[config.mk]
export PLATFORM = sky130hd
export DESIGN_NAME = packed_mul_unit
export DESIGN_NICKNAME = d
export VERILOG_FILES = /design/src/rtl/packed_mul_unit_pkg.sv /design/src/rtl/packed_mul_unit_lane_mul17.sv /design/src/rtl/packed_mul_unit.sv
export SDC_FILE = /design/constraint.sdc
export NUM_CORES = 1
export LEC_CHECK = 0
export CAP_MARGIN = 20
export CELL_PAD_IN_SITES_DETAIL_PLACEMENT = 1
export CELL_PAD_IN_SITES_GLOBAL_PLACEMENT = 1
export CORE_MARGIN = 8
export CORE_UTILIZATION = 25
export DETAILED_ROUTE_END_ITERATION = 6
export GPL_TIMING_DRIVEN = 0
export HOLD_SLACK_MARGIN = 0.12
export PLACE_DENSITY_LB_ADDON = 0.1
export SYNTH_ARGS = -nofsm -noshare
export SYNTH_HDL_FRONTEND = slang
export SYNTH_SLANG_ARGS = --single-unit
export TNS_END_PERCENT = 30
[constraint.sdc]
create_clock -name clk -period 19.1 [get_ports clk]
set_clock_uncertainty 0.1 [all_clocks]
set_input_delay 2.865 -clock clk [delete_from_list [all_inputs] [get_ports clk]]
set_output_delay 2.865 -clock clk [all_outputs]
set_load 0.01 [all_outputs]
[src/rtl/packed_mul_unit_pkg.sv]
// Shared definitions for the packed multiply unit.
// Holds the ALU op codes that select the packed multiplies, the FSM state
// encoding, and the index of the last lane for each lane size.
package packed_mul_unit_pkg;

  localparam logic [5:0] ALU_SMUL16 = 6'b100010;
  localparam logic [5:0] ALU_UMUL16 = 6'b100011;
  localparam logic [5:0] ALU_SMUL8  = 6'b100100;
  localparam logic [5:0] ALU_UMUL8  = 6'b100101;

  // Index of the final lane: two 16-bit lanes or four 8-bit lanes per word.
  localparam logic [1:0] LAST16 = 2'd1;
  localparam logic [1:0] LAST8  = 2'd3;

  typedef enum logic [1:0] {
    IDLE = 2'd0,
    RUN  = 2'd1,
    DONE = 2'd2
  } state_t;

  // True for the four op codes this unit executes.
  function automatic logic is_mul_op(input logic [5:0] code);
    return (code == ALU_SMUL16) || (code == ALU_UMUL16) ||
           (code == ALU_SMUL8)  || (code == ALU_UMUL8);
  endfunction

endpackage

[src/rtl/packed_mul_unit_lane_mul17.sv]
// lane_mul17: combinational 17x17 signed multiplier.
// Kept on its own so it can be retimed or swapped for a DSP macro without
// touching the control logic.
//   a, b : 17-bit signed operands (already sign/zero extended by the caller)
//   p    : full 34-bit signed product
module lane_mul17 (
  input  logic signed [16:0] a,
  input  logic signed [16:0] b,
  output logic signed [33:0] p
);

  assign p = a * b;

endmodule

[src/rtl/packed_mul_unit.sv]
// packed_mul_unit: iterative execute-stage multiplier for the packed
// smul16/umul16/smul8/umul8 ops. One lane product per cycle is computed on
// a single shared 17x17 multiplier and assembled into a 64-bit result.
//
// Handshake: an op is taken when the unit is IDLE, start_e=1, alu_control_e
// is a multiply code and flush_e=0. stall_o holds F/D/E from that accept
// cycle through the last RUN cycle; in DONE stall_o drops and valid_o pulses
// for exactly one cycle so writeback captures result_hi_o/result_lo_o while
// the pipeline advances. flush_e abandons an op in flight and suppresses
// valid_o in the same cycle.
//
// Ports:
//   clk, rst          clock, synchronous active-high reset
//   start_e           valid instruction in EX
//   alu_control_e     decoded ALU op
//   src_a_e, src_b_e  forwarded rs1/rs2 values
//   flush_e           EX flush
//   stall_o           stall request for F/D/E (combinational)
//   busy_o            unit is not IDLE (decoded from the state register)
//   valid_o           one-cycle result-valid pulse
//   result_lo_o/hi_o  low/high words of the 64-bit result
module packed_mul_unit
  import packed_mul_unit_pkg::*;
#(
  parameter int DATA_W = 32
) (
  input  logic              clk,
  input  logic              rst,
  input  logic              start_e,
  input  logic [5:0]        alu_control_e,
  input  logic [DATA_W-1:0] src_a_e,
  input  logic [DATA_W-1:0] src_b_e,
  input  logic              flush_e,
  output logic              stall_o,
  output logic              busy_o,
  output logic              valid_o,
  output logic [DATA_W-1:0] result_lo_o,
  output logic [DATA_W-1:0] result_hi_o
);

  state_t              state;
  logic [1:0]          cnt;
  logic [DATA_W-1:0]   a_q;
  logic [DATA_W-1:0]   b_q;
  logic                uns_q;   // 1 = unsigned lanes
  logic                byte_q;  // 1 = 8-bit lanes
  logic [2*DATA_W-1:0] res_q;

  logic               accept;
  logic [1:0]         last_lane;
  logic [7:0]         lane_a8, lane_b8;
  logic [15:0]        lane_a16, lane_b16;
  logic signed [16:0] op_a, op_b;
  logic signed [33:0] prod;
  logic               unused_prod_hi;

  assign accept    = (state == IDLE) && start_e && is_mul_op(alu_control_e) && !flush_e;
  assign last_lane = byte_q ? LAST8 : LAST16;

  // Pick lane cnt from the latched operands and widen it to 17 bits so one
  // signed multiplier serves both signed and unsigned lanes.
  always_comb begin
    lane_a8  = a_q[{cnt, 3'b000} +: 8];
    lane_b8  = b_q[{cnt, 3'b000} +: 8];
    lane_a16 = a_q[{cnt[0], 4'b0000} +: 16];
    lane_b16 = b_q[{cnt[0], 4'b0000} +: 16];
    op_a     = '0;
    op_b     = '0;
    if (byte_q) begin
      op_a = {{9{~uns_q & lane_a8[7]}}, lane_a8};
      op_b = {{9{~uns_q & lane_b8[7]}}, lane_b8};
    end else begin
      op_a = {~uns_q & lane_a16[15], lane_a16};
      op_b = {~uns_q & lane_b16[15], lane_b16};
    end
  end

  lane_mul17 u_lane_mul17 (
    .a (op_a),
    .b (op_b),
    .p (prod)
  );

  // The top two product bits never reach a result slot.
  assign unused_prod_hi = ^prod[33:32];

  always_ff @(posedge clk) begin
    if (rst) begin
      state  <= IDLE;
      cnt    <= '0;
      a_q    <= '0;
      b_q    <= '0;
      uns_q  <= 1'b0;
      byte_q <= 1'b0;
      res_q  <= '0;
    end else begin
      case (state)
        IDLE: begin
          if (accept) begin
            a_q    <= src_a_e;
            b_q    <= src_b_e;
            uns_q  <= alu_control_e[0];
            byte_q <= alu_control_e[2];
            cnt    <= '0;
            state  <= RUN;
          end
        end
        RUN: begin
          if (flush_e) begin
            state <= IDLE;
          end else begin
            if (byte_q) res_q[{cnt, 4'b0000} +: 16] <= prod[15:0];
            else        res_q[{cnt[0], 5'b00000} +: 32] <= prod[31:0];
            cnt <= cnt + 2'd1;
            if (cnt == last_lane) state <= DONE;
          end
        end
        DONE:    state <= IDLE;
        default: state <= IDLE;
      endcase
    end
  end

  assign busy_o      = (state != IDLE);
  assign valid_o     = (state == DONE) && !flush_e;
  assign stall_o     = !rst && (accept || ((state == RUN) && !flush_e));
  assign result_lo_o = res_q[DATA_W-1:0];
  assign result_hi_o = res_q[2*DATA_W-1:DATA_W];

endmodule
==> results of run 1 <==
registers in the layout, indices dropped and copies added, names as in the netlist:
register	count
res_q	64
a_q	32
b_q	32
cnt	2
state	2
byte_q	1
uns_q	1
power groups by stage:
stage          sequential, mW  clock (mW)  combinational, mW
2_1_floorplan           0.288           0             0.0215
3_3_place_gp            0.289           0             0.0537
3_5_place_dp            0.289           0             0.0545
4_1_cts                 0.282       0.327             0.0550
5_1_grt                 0.282       0.337             0.0586
6_report                0.282       0.315             0.0543
metrics by stage:
stage	hold slack, ns	instance area, µm²	util	setup WS (ns)
floorplan	0.336	16400	-	11.60
global placement	0.359	18900	0.289	9.23
detailed placement	0.363	19000	0.291	9.20
CTS	0.372	19600	0.300	9.14
global route	0.388	19600	0.300	8.68
finish	0.362	19600	0.300	9.22
metal layers:
| metal | vias to the layer above | global-route usage |
|---|---|---|
| li1 | 6545 | - |
| met4 | 0 | 0.0461 |
| met2 | 280 | 0.328 |
| met5 | - | 0 |
| met1 | 7404 | 0.251 |
| met3 | 61 | 0.0423 |
synthesized netlist by cell type, types with 18 or more instances:
master,number
inv_1,295
nand2_1,291
fa_1,282
nor2_1,252
dfxtp_1,134
a21oi_1,112
ha_1,86
clkbuf_1,80
a22oi_1,35
o21ai_0,35
nand3_1,26
a211oi_1,21
mux2i_1,21
nor3_1,21
xnor2_1,21
a21o_1,18
cells by family after synthesis:
group                      after synthesis
xor gates and xnor gates                32
buffers and inverters                  395
muxes                                   31
AOI/OAI and AO/OA                      318
adders and majority gates              368
DFF                                    134
and+or+nand+nor                        668
worst paths after layout:
check | start | end | slack [ns] | cells after the start
min | b_q[3]$_SDFFE_PP0P_ | b_q[3]$_SDFFE_PP0P_ | 0.36 | 2
min reg2reg | b_q[3]$_SDFFE_PP0P_ | b_q[3]$_SDFFE_PP0P_ | 0.36 | 2
max | cnt[0]$_SDFFE_PP0P_ | res_q[31]$_SDFFE_PP0P_ | 9.22 | 25
max reg2reg | cnt[0]$_SDFFE_PP0P_ | res_q[31]$_SDFFE_PP0P_ | 9.22 | 25
worst max-delay path, delay by kind of cell, from the launching register on:
kind            cells  cell delay (ns)
flops               1             0.60
fa+ha+maj           7             3.93
simple gates        5             1.31
buf+inv             7             2.44
mux                 1             0.30
compound gates      5             1.08
final cells by class:
| type | instances | area, µm² |
|---|---|---|
| Buffer | 98 | 384 |
| Clock buffer | 18 | 439 |
| Clock inverter | 14 | 111 |
| Fill cell | 7823 | 45800 |
| Inverter | 297 | 1110 |
| Multi-Input combinational cell | 1417 | 12300 |
| Sequential cell | 134 | 2680 |
| Tap cell | 864 | 1080 |
| Timing Repair Buffer | 151 | 1490 |
==> results.md, run 1 <==
* Initial antenna violation count at 0
* Layout Cells excl Fill at 2993
* Final Net Count at 2558
* Core footprint at 0.0654 mm²
* CTS tree: yes
* Distinct cell type count after synthesis at 67
* CTS Hold Bufs at 0
* Asr flop ratio synth at 0
* Post-synthesis sequential area ratio at 0.163
* Maximum clock path buffer count at 2
* Outcome: finished clean
* Seq cells post-synth at 134
* Drt first pass iters at 5
* Fraction of layout cells with a size suffix above 1 at 0.0418
* Synth top area cells: fa_1 (34%), dfxtp_1 (16%), inv_1 (6.7%), nand2_1 (6.6%), ha_1 (6.5%)
* Post-Syn Instances at 1946
* Vias in the first global route at 16.2k
* Clock Sinks at 134
* Crit path largest cell delay at 0.79 ns
* Mean Syn Cell Area at 8.44 µm²
* Reg clk slew, reported paths at 0.06 ns
* Final hold violation count at 0
* Rows at 94
* DRT Wirelength at 70900 µm
* Placed cell count at 2961
* CP Launch Type: flop
* Total die area at 0.0742 mm²
* Minimum clock period at 9.88 ns
* Post-CTS Resized at 0
* Inserted Diodes at 0
* Htree depth at 4
* Syn nets at 2388
* Routability cong. at 0.868
* First-pass GRT wire length at 107000 µm
* Commonest non-fill, non-tap cells in the layout: inv_1 (295), nand2_1 (291), fa_1 (282)
* Length of routed met3 wiring at 3410 µm
* Largest net degree at the start of global routing at 17
* Commonest non-fill, non-tap cell in the layout: inv_1
* Met1 WL at 31800 µm
* Initial Util at 0.251
* Highest routed layer: met4
* Total chip power at 0.651 mW
* Synth Area in Adders at 0.409
* Setup TNS at 0 ns
* Fmax at 101 MHz
* Slew margin rel. at 0.112
* Root buf cell: clkbuf_16
* Post-Synth XOR/XNOR Area at 0.0184
* TritonCTS buffer count at 17
* Final Setup Violations at 0
* Area leader, netlist: fa_1
* Vias at 14.3k
* Synth Area in Compound Gates at 0.127
* Crit-path max FO at 10
* Top FF cell, synth: dfxtp_1
* # Max-Cap Violations at 0
* Die width at 272 µm
* Switching Fraction at 0.270
* WP data required at 19.35 ns
* Metal2 WL at 34200 µm
* Most used cell, CP: fa_1
* Worst Path Arrival at 10.14 ns
* Flop pwr share at 0.433
* Mux share of post-synthesis cell area at 0.0212
* Post-DRT Antenna Nets at 0
* PortBufs at 139
* Mapped Area at 0.0164 mm²
* Vias per inst at 4.77
* Largest family of logic cells by synthesized area: adder cells
* Drt initial violations at 764
* Post-synthesis simple-gate area fraction at 0.170
* I/O pin total at 141
* Slowest stage cell, crit path: fa_1
* Worst setup EP type: flop
* P_sw at 0.176 mW
* Post-CTS Setup Inserts at 0
* Combinational power share at 0.083
* Fin crit share at 0.517
* Die height at 272 µm
* Routed WL per cell at 23.7 µm
* Crit Path Category: flop to flop
* Slew Viols, Final at 0
* Post-synth top area share at 0.344
* Area delta synth->final at 19.2%
* Int Pwr at 0.475 mW
* Post-synth EDFFs at 0
* Pwr dens at 33.2 mW/mm²
* Lkg Pwr at 8.51 nW
* Total GRT Usage at 0.194
* Worst Hold Class: flop to flop
* RSZ-0062 raised after global routing: no
* Clk_lat worst skew at 0.47 ns
* HPWL after DPL at 60400 µm
* Peak VDD IR at 0.0593 mV
* Gr ovfl total at 0
* Warnings, synthesis at 0
* Clk pwr share at 0.483
* # DRC at 0
* Worst Max-Slew Pin Slew at 1.33 ns
No activity file was read; power rests on OpenSTA's default activity.
==> run 2, diff against run 1 <==
==> constraint.sdc (replaced) <==
create_clock -name clk -period 9.55 [get_ports clk]
set_clock_uncertainty 0.1 [all_clocks]
set_input_delay 1.4325 -clock clk [delete_from_list [all_inputs] [get_ports clk]]
set_output_delay 1.4325 -clock clk [all_outputs]
set_load 0.01 [all_outputs]
==> results.md, run 2 (synthesis results as in run 1) <==
* Outcome: finished clean
* Worst setup EP type: flop
* Vias per inst at 4.78
* Drt first pass iters at 5
* RSZ-0062 raised after global routing: no
* Commonest non-fill, non-tap cells in the layout: inv_1 (295), nand2_1 (291), fa_1 (280)
* Routability cong. at 0.868
* Inserted Diodes at 0
* Final hold violation count at 0
* Most used cell, CP: fa_1
* Multi-input gate area at 0.0124 mm²
* Root buf cell: clkbuf_16
* CTS Hold Bufs at 0
* Total GRT Usage at 0.194
* TritonCTS buffer count at 17
* Clk_lat worst skew at 0.47 ns
* Worst Hold Class: flop to flop
* Crit-path max FO at 10
* Worst Path Arrival at 9.34 ns
* Post-CTS Setup Inserts at 0
* Fraction of layout cells with a size suffix above 1 at 0.0556
* Initial Util at 0.251
* Drt initial violations at 770
* # Max-Cap Violations at 0
* Fin crit share at 0.951
* Hold slack at 0.362 ns
* Util after Layout at 0.301
* Minimum clock period at 9.08 ns
* CP Launch Type: flop
* PortBufs at 139
* Htree depth at 4
* First-pass GRT wire length at 107000 µm
* Vias in the first global route at 16.2k
* Area delta synth->final at 19.7%
* Die height at 272 µm
* Rows at 94
* Reg clk slew, reported paths at 0.06 ns
* Slowest stage cell, crit path: fa_1
* Largest net degree at the start of global routing at 17
* Die width at 272 µm
* Max reg flops at 64
* Routed WL per cell at 23.8 µm
* Sequential cell area at 0.00268 mm²
* Clock Sinks at 134
* Final Setup Violations at 0
* Layout Cells excl Fill at 2986
* Total die area at 0.0742 mm²
* Largest registers: res_q: 64 flops, a_q: 32 flops, b_q: 32 flops
* Crit path largest cell delay at 0.58 ns
* CTS tree: yes
* DRT Wirelength at 71000 µm
* Total chip power at 1.30 mW
* Fillers at 7802
* Slew margin rel. at 0.266
* Initial antenna violation count at 0
* Pwr dens at 66.3 mW/mm²
* Peak VDD IR at 0.119 mV
* Vias at 14.3k
* I/O pin total at 141
* Slew Viols, Final at 0
* Maximum clock path buffer count at 2
* WP data required at 9.81 ns
* # DRC at 0
* Commonest non-fill, non-tap cell in the layout: inv_1
* Placed cell count at 2961
* HPWL after DPL at 60400 µm
* Fmax at 110 MHz
* Post-DRT Antenna Nets at 0
* Lkg Pwr at 8.56 nW
* Core footprint at 0.0654 mm²
* Worst Max-Slew Pin Slew at 1.10 ns
* Most flop-heavy register: res_q
* Gr ovfl total at 0
* Final Net Count at 2551
* Crit Path Category: flop to flop
run 2: cell type report:
cell class	count	share of cell area
Clock buffer	18	0.0223
Buffer	91	0.0191
Timing Repair Buffer	151	0.0760
Tap cell	864	0.0550
Inverter	297	0.0569
Clock inverter	14	0.00566
Sequential cell	134	0.137
Multi-Input combinational cell	1417	0.629
run 2: critical path, delay by kind of cell (launching register included):
family,cells,cell delay [ns]
simple gates,6,1.70
fa+ha+maj,7,3.31
flops,1,0.48
compound gates,5,1.19
buf+inv,9,2.19
run 2: path summary, 6_finish.rpt:
kind,startpoint,to,slack [ns],cells past startpoint
worst max register to register,cnt[0]$_SDFFE_PP0P_,res_q[31]$_SDFFE_PP0P_,0.47,27
worst max-delay path,cnt[0]$_SDFFE_PP0P_,res_q[31]$_SDFFE_PP0P_,0.47,27
worst min register to register,b_q[3]$_SDFFE_PP0P_,b_q[3]$_SDFFE_PP0P_,0.36,2
worst min-delay path,b_q[3]$_SDFFE_PP0P_,b_q[3]$_SDFFE_PP0P_,0.36,2
run 2: per-stage QoR:
| stage | instance area [µm²] | setup slack (ns) | TNS, ns |
|---|---|---|---|
| 2_1_floorplan | 16400 | 2.05 | 0 |
| 3_3_place_gp | 18900 | -0.317 | -1.65 |
| 3_5_place_dp | 19000 | -0.353 | -0.976 |
| 4_1_cts | 19600 | 0.0190 | 0 |
| 5_1_grt | 19700 | 0.0418 | 0 |
| 6_report | 19700 | 0.466 | 0 |
run 2: layer usage:
| layer | part of all wire | track usage |
|---|---|---|
| met4 | 0.023 | 0.0472 |
| met3 | 0.050 | 0.0423 |
| met5 | 0 | 0 |
| met1 | 0.44 | 0.250 |
| met2 | 0.48 | 0.328 |
run 2: power by group:
part | internal, mW | switching (mW) | total [mW]
sequential | 0.562 | 0.00317 | 0.565
combinational | 0.0456 | 0.0637 | 0.109
clock | 0.344 | 0.287 | 0.630
run 2: repair_timing:
action / CTS / global route
setup endpoints to repair: 10 / 22
hold endpoints to repair: 0 / 0
pin swaps: 0 / 0
resized for setup: 3 / 43
==> run 3, diff against run 2 <==
--- a/config.mk
+++ b/config.mk
@@ -16,5 +16,6 @@
 export PLACE_DENSITY_LB_ADDON = 0.1
 export SYNTH_ARGS = -nofsm -noshare
 export SYNTH_HDL_FRONTEND = slang
+export SYNTH_HIERARCHICAL = 1
 export SYNTH_SLANG_ARGS = --single-unit
 export TNS_END_PERCENT = 30
==> results.md, run 3 <==
* Outcome: finished clean
* Crit path largest cell delay at 0.61 ns
* PortBufs at 140
* HPWL after DPL at 53000 µm
* Reg-to-reg startpoint: cnt[0]$_SDFFE_PP0P_
* Flop pwr share at 0.417
* DRT Wirelength at 62500 µm
* Max reg flops at 64
* HP Start: res_q[11]$_SDFFE_PP0P_
* RR Endpoint: res_q[60]$_SDFFE_PP0P_
* P_sw at 0.330 mW
* Total GRT Usage at 0.171
* Warnings, synthesis at 6
* WP data required at 9.79 ns
* Hold depth at 2
* Worst Path Arrival at 9.35 ns
* Worst Hold Class: flop to flop
* Root buf cell: clkbuf_16
* Gr ovfl total at 0
* Routed WL per cell at 21.2 µm
* Combinational power share at 0.064
* Total die area at 0.0755 mm²
* Largest net degree at the start of global routing at 17
* CTS Hold Bufs at 0
* Most used cell, CP: fa_1
* TritonCTS buffer count at 17
* Largest registers: res_q: 64 flops, a_q: 32 flops, b_q: 32 flops
* Slew margin rel. at 0.333
* Minimum clock period at 9.10 ns
* Initial Util at 0.251
* RSZ-0062 raised after global routing: no
* Core footprint at 0.0667 mm²
* Rows at 95
* Drt initial violations at 611
* Clk pwr share at 0.519
* Placed instance area at 0.0194 mm²
* Slowest stage cell, crit path: clkbuf_1
* Post-DRT Antenna Nets at 0
* Hold Path End: res_q[11]$_SDFFE_PP0P_
* Switching Fraction at 0.244
* Total chip power at 1.35 mW
* Initial antenna violation count at 4
* Lkg Pwr at 9.04 nW
* Hold slack at 0.361 ns
* Pwr dens at 67.5 mW/mm²
* Die height at 275 µm
* I/O pin total at 141
* Cell area after layout at 0.0200 mm²
* Final Net Count at 2506
* Commonest non-fill, non-tap cells in the layout: nand2_1 (312), inv_1 (292), fa_1 (289)
* Worst r2r path cells at 30
* FF-to-FF setup slack at 0.45 ns
* GR Util met1 at 0.218
* Vias per inst at 4.57
* Die width at 275 µm
* Htree depth at 4
* Clock Sinks at 134
* Fin crit share at 0.953
* Peak VDD IR at 0.100 mV
* Fmax at 110 MHz
* Syn nets at 2327
* Drt first pass iters at 5
* Mean Syn Cell Area at 8.92 µm²
* Layer with the highest usage: met2
* CTS tree: yes
* Final Setup Violations at 0
* Placed cell count at 2913
* Most flop-heavy register: res_q
* Maximum clock path buffer count at 2
* Mapped Area at 0.0167 mm²
* Vias in the first global route at 15.6k
* First-pass GRT wire length at 97100 µm
* Crit Path Category: flop to flop
* Slew Viols, Final at 0
* Post-Syn Instances at 1876
* Vias at 13.4k
* # Max-Cap Violations at 0
* Fraction of layout cells with a size suffix above 1 at 0.0697
* Worst setup EP type: flop
* Clk_lat worst skew at 0.43 ns
* Worst Max-Slew Pin Slew at 0.990 ns
* Routability cong. at 0.817
* CP Launch Type: flop
* # DRC at 0
* Area delta synth->final at 19.6%
* Commonest non-fill, non-tap cell in the layout: nand2_1
* Crit-path max FO at 10
* Reg clk slew, reported paths at 0.06 ns
* Layout Cells excl Fill at 2942
* GR Util met3 at 0.0218
* Int Pwr at 1.02 mW
* Final hold violation count at 0
* Met2 Resource Use GR at 0.308
## run 3: through the flow
step | setup slack, ns | setup TNS (ns) | utilization
CTS | 0.0270 | 0 | 0.300
global route | 0.00341 | 0 | 0.300
finish | 0.449 | 0 | 0.300
global placement | -0.425 | -5.00 | 0.288
detailed placement | 0.0916 | 0 | 0.291
floorplan | 2.20 | 0 | -
## run 3: layout make-up
cell class              instances  area, µm²
multi-input cells            1347      12500
plain buffers                  99        502
flip-flops and latches        134       2680
diodes                          2       5.00
clock buffers                  18        439
clock inverters                13        170
well taps                     873       1090
repair buffers                164       1590
fillers                      7819      46700
inverters                     292       1100
## run 3: what timing repair did
item                       4_1_cts  5_1_grt
buffers inserted                 0        0
resized for setup                0       16
setup endpoints to repair        0       20
## run 3: worst max-delay path by stage
stage	start	end	slack (ns)
floorplan	cnt[0]$_SDFFE_PP0P_	res_q[24]$_SDFFE_PP0P_	2.20
global placement	cnt[0]$_SDFFE_PP0P_	res_q[28]$_SDFFE_PP0P_	-0.43
detailed placement	byte_q$_SDFFE_PP0P_	res_q[60]$_SDFFE_PP0P_	0.09
CTS	byte_q$_SDFFE_PP0P_	res_q[60]$_SDFFE_PP0P_	0.03
global route	cnt[1]$_SDFFE_PP0P_	res_q[60]$_SDFFE_PP0P_	0.003
finish	cnt[0]$_SDFFE_PP0P_	res_q[60]$_SDFFE_PP0P_	0.45
## run 3: metal layers
| layer | wire length, µm | part of all wire |
|---|---|---|
| met5 | 13 | 0.00021 |
| met4 | 891 | 0.014 |
| met3 | 2040 | 0.033 |
| met2 | 31800 | 0.51 |
| met1 | 27800 | 0.44 |
## run 3: power by group through the flow
stage / clock network (mW) / registers [mW] / logic, mW
detailed placement: 0 / 0.577 / 0.0882
global placement: 0 / 0.577 / 0.0863
global route: 0.745 / 0.564 / 0.0942
CTS: 0.723 / 0.564 / 0.0888
floorplan: 0 / 0.576 / 0.0317
finish: 0.702 / 0.564 / 0.0867
## run 3: worst max-delay path, delay by kind of cell, from the launching register on
kind / cells / cell delay, ns
buffers and inverters: 11 / 2.19
xor gates and xnor gates: 1 / 0.48
AOI/OAI and AO/OA: 8 / 1.79
muxes: 1 / 0.10
DFF: 1 / 0.38
and+or+nand+nor: 2 / 0.39
adders and majority gates: 7 / 3.58
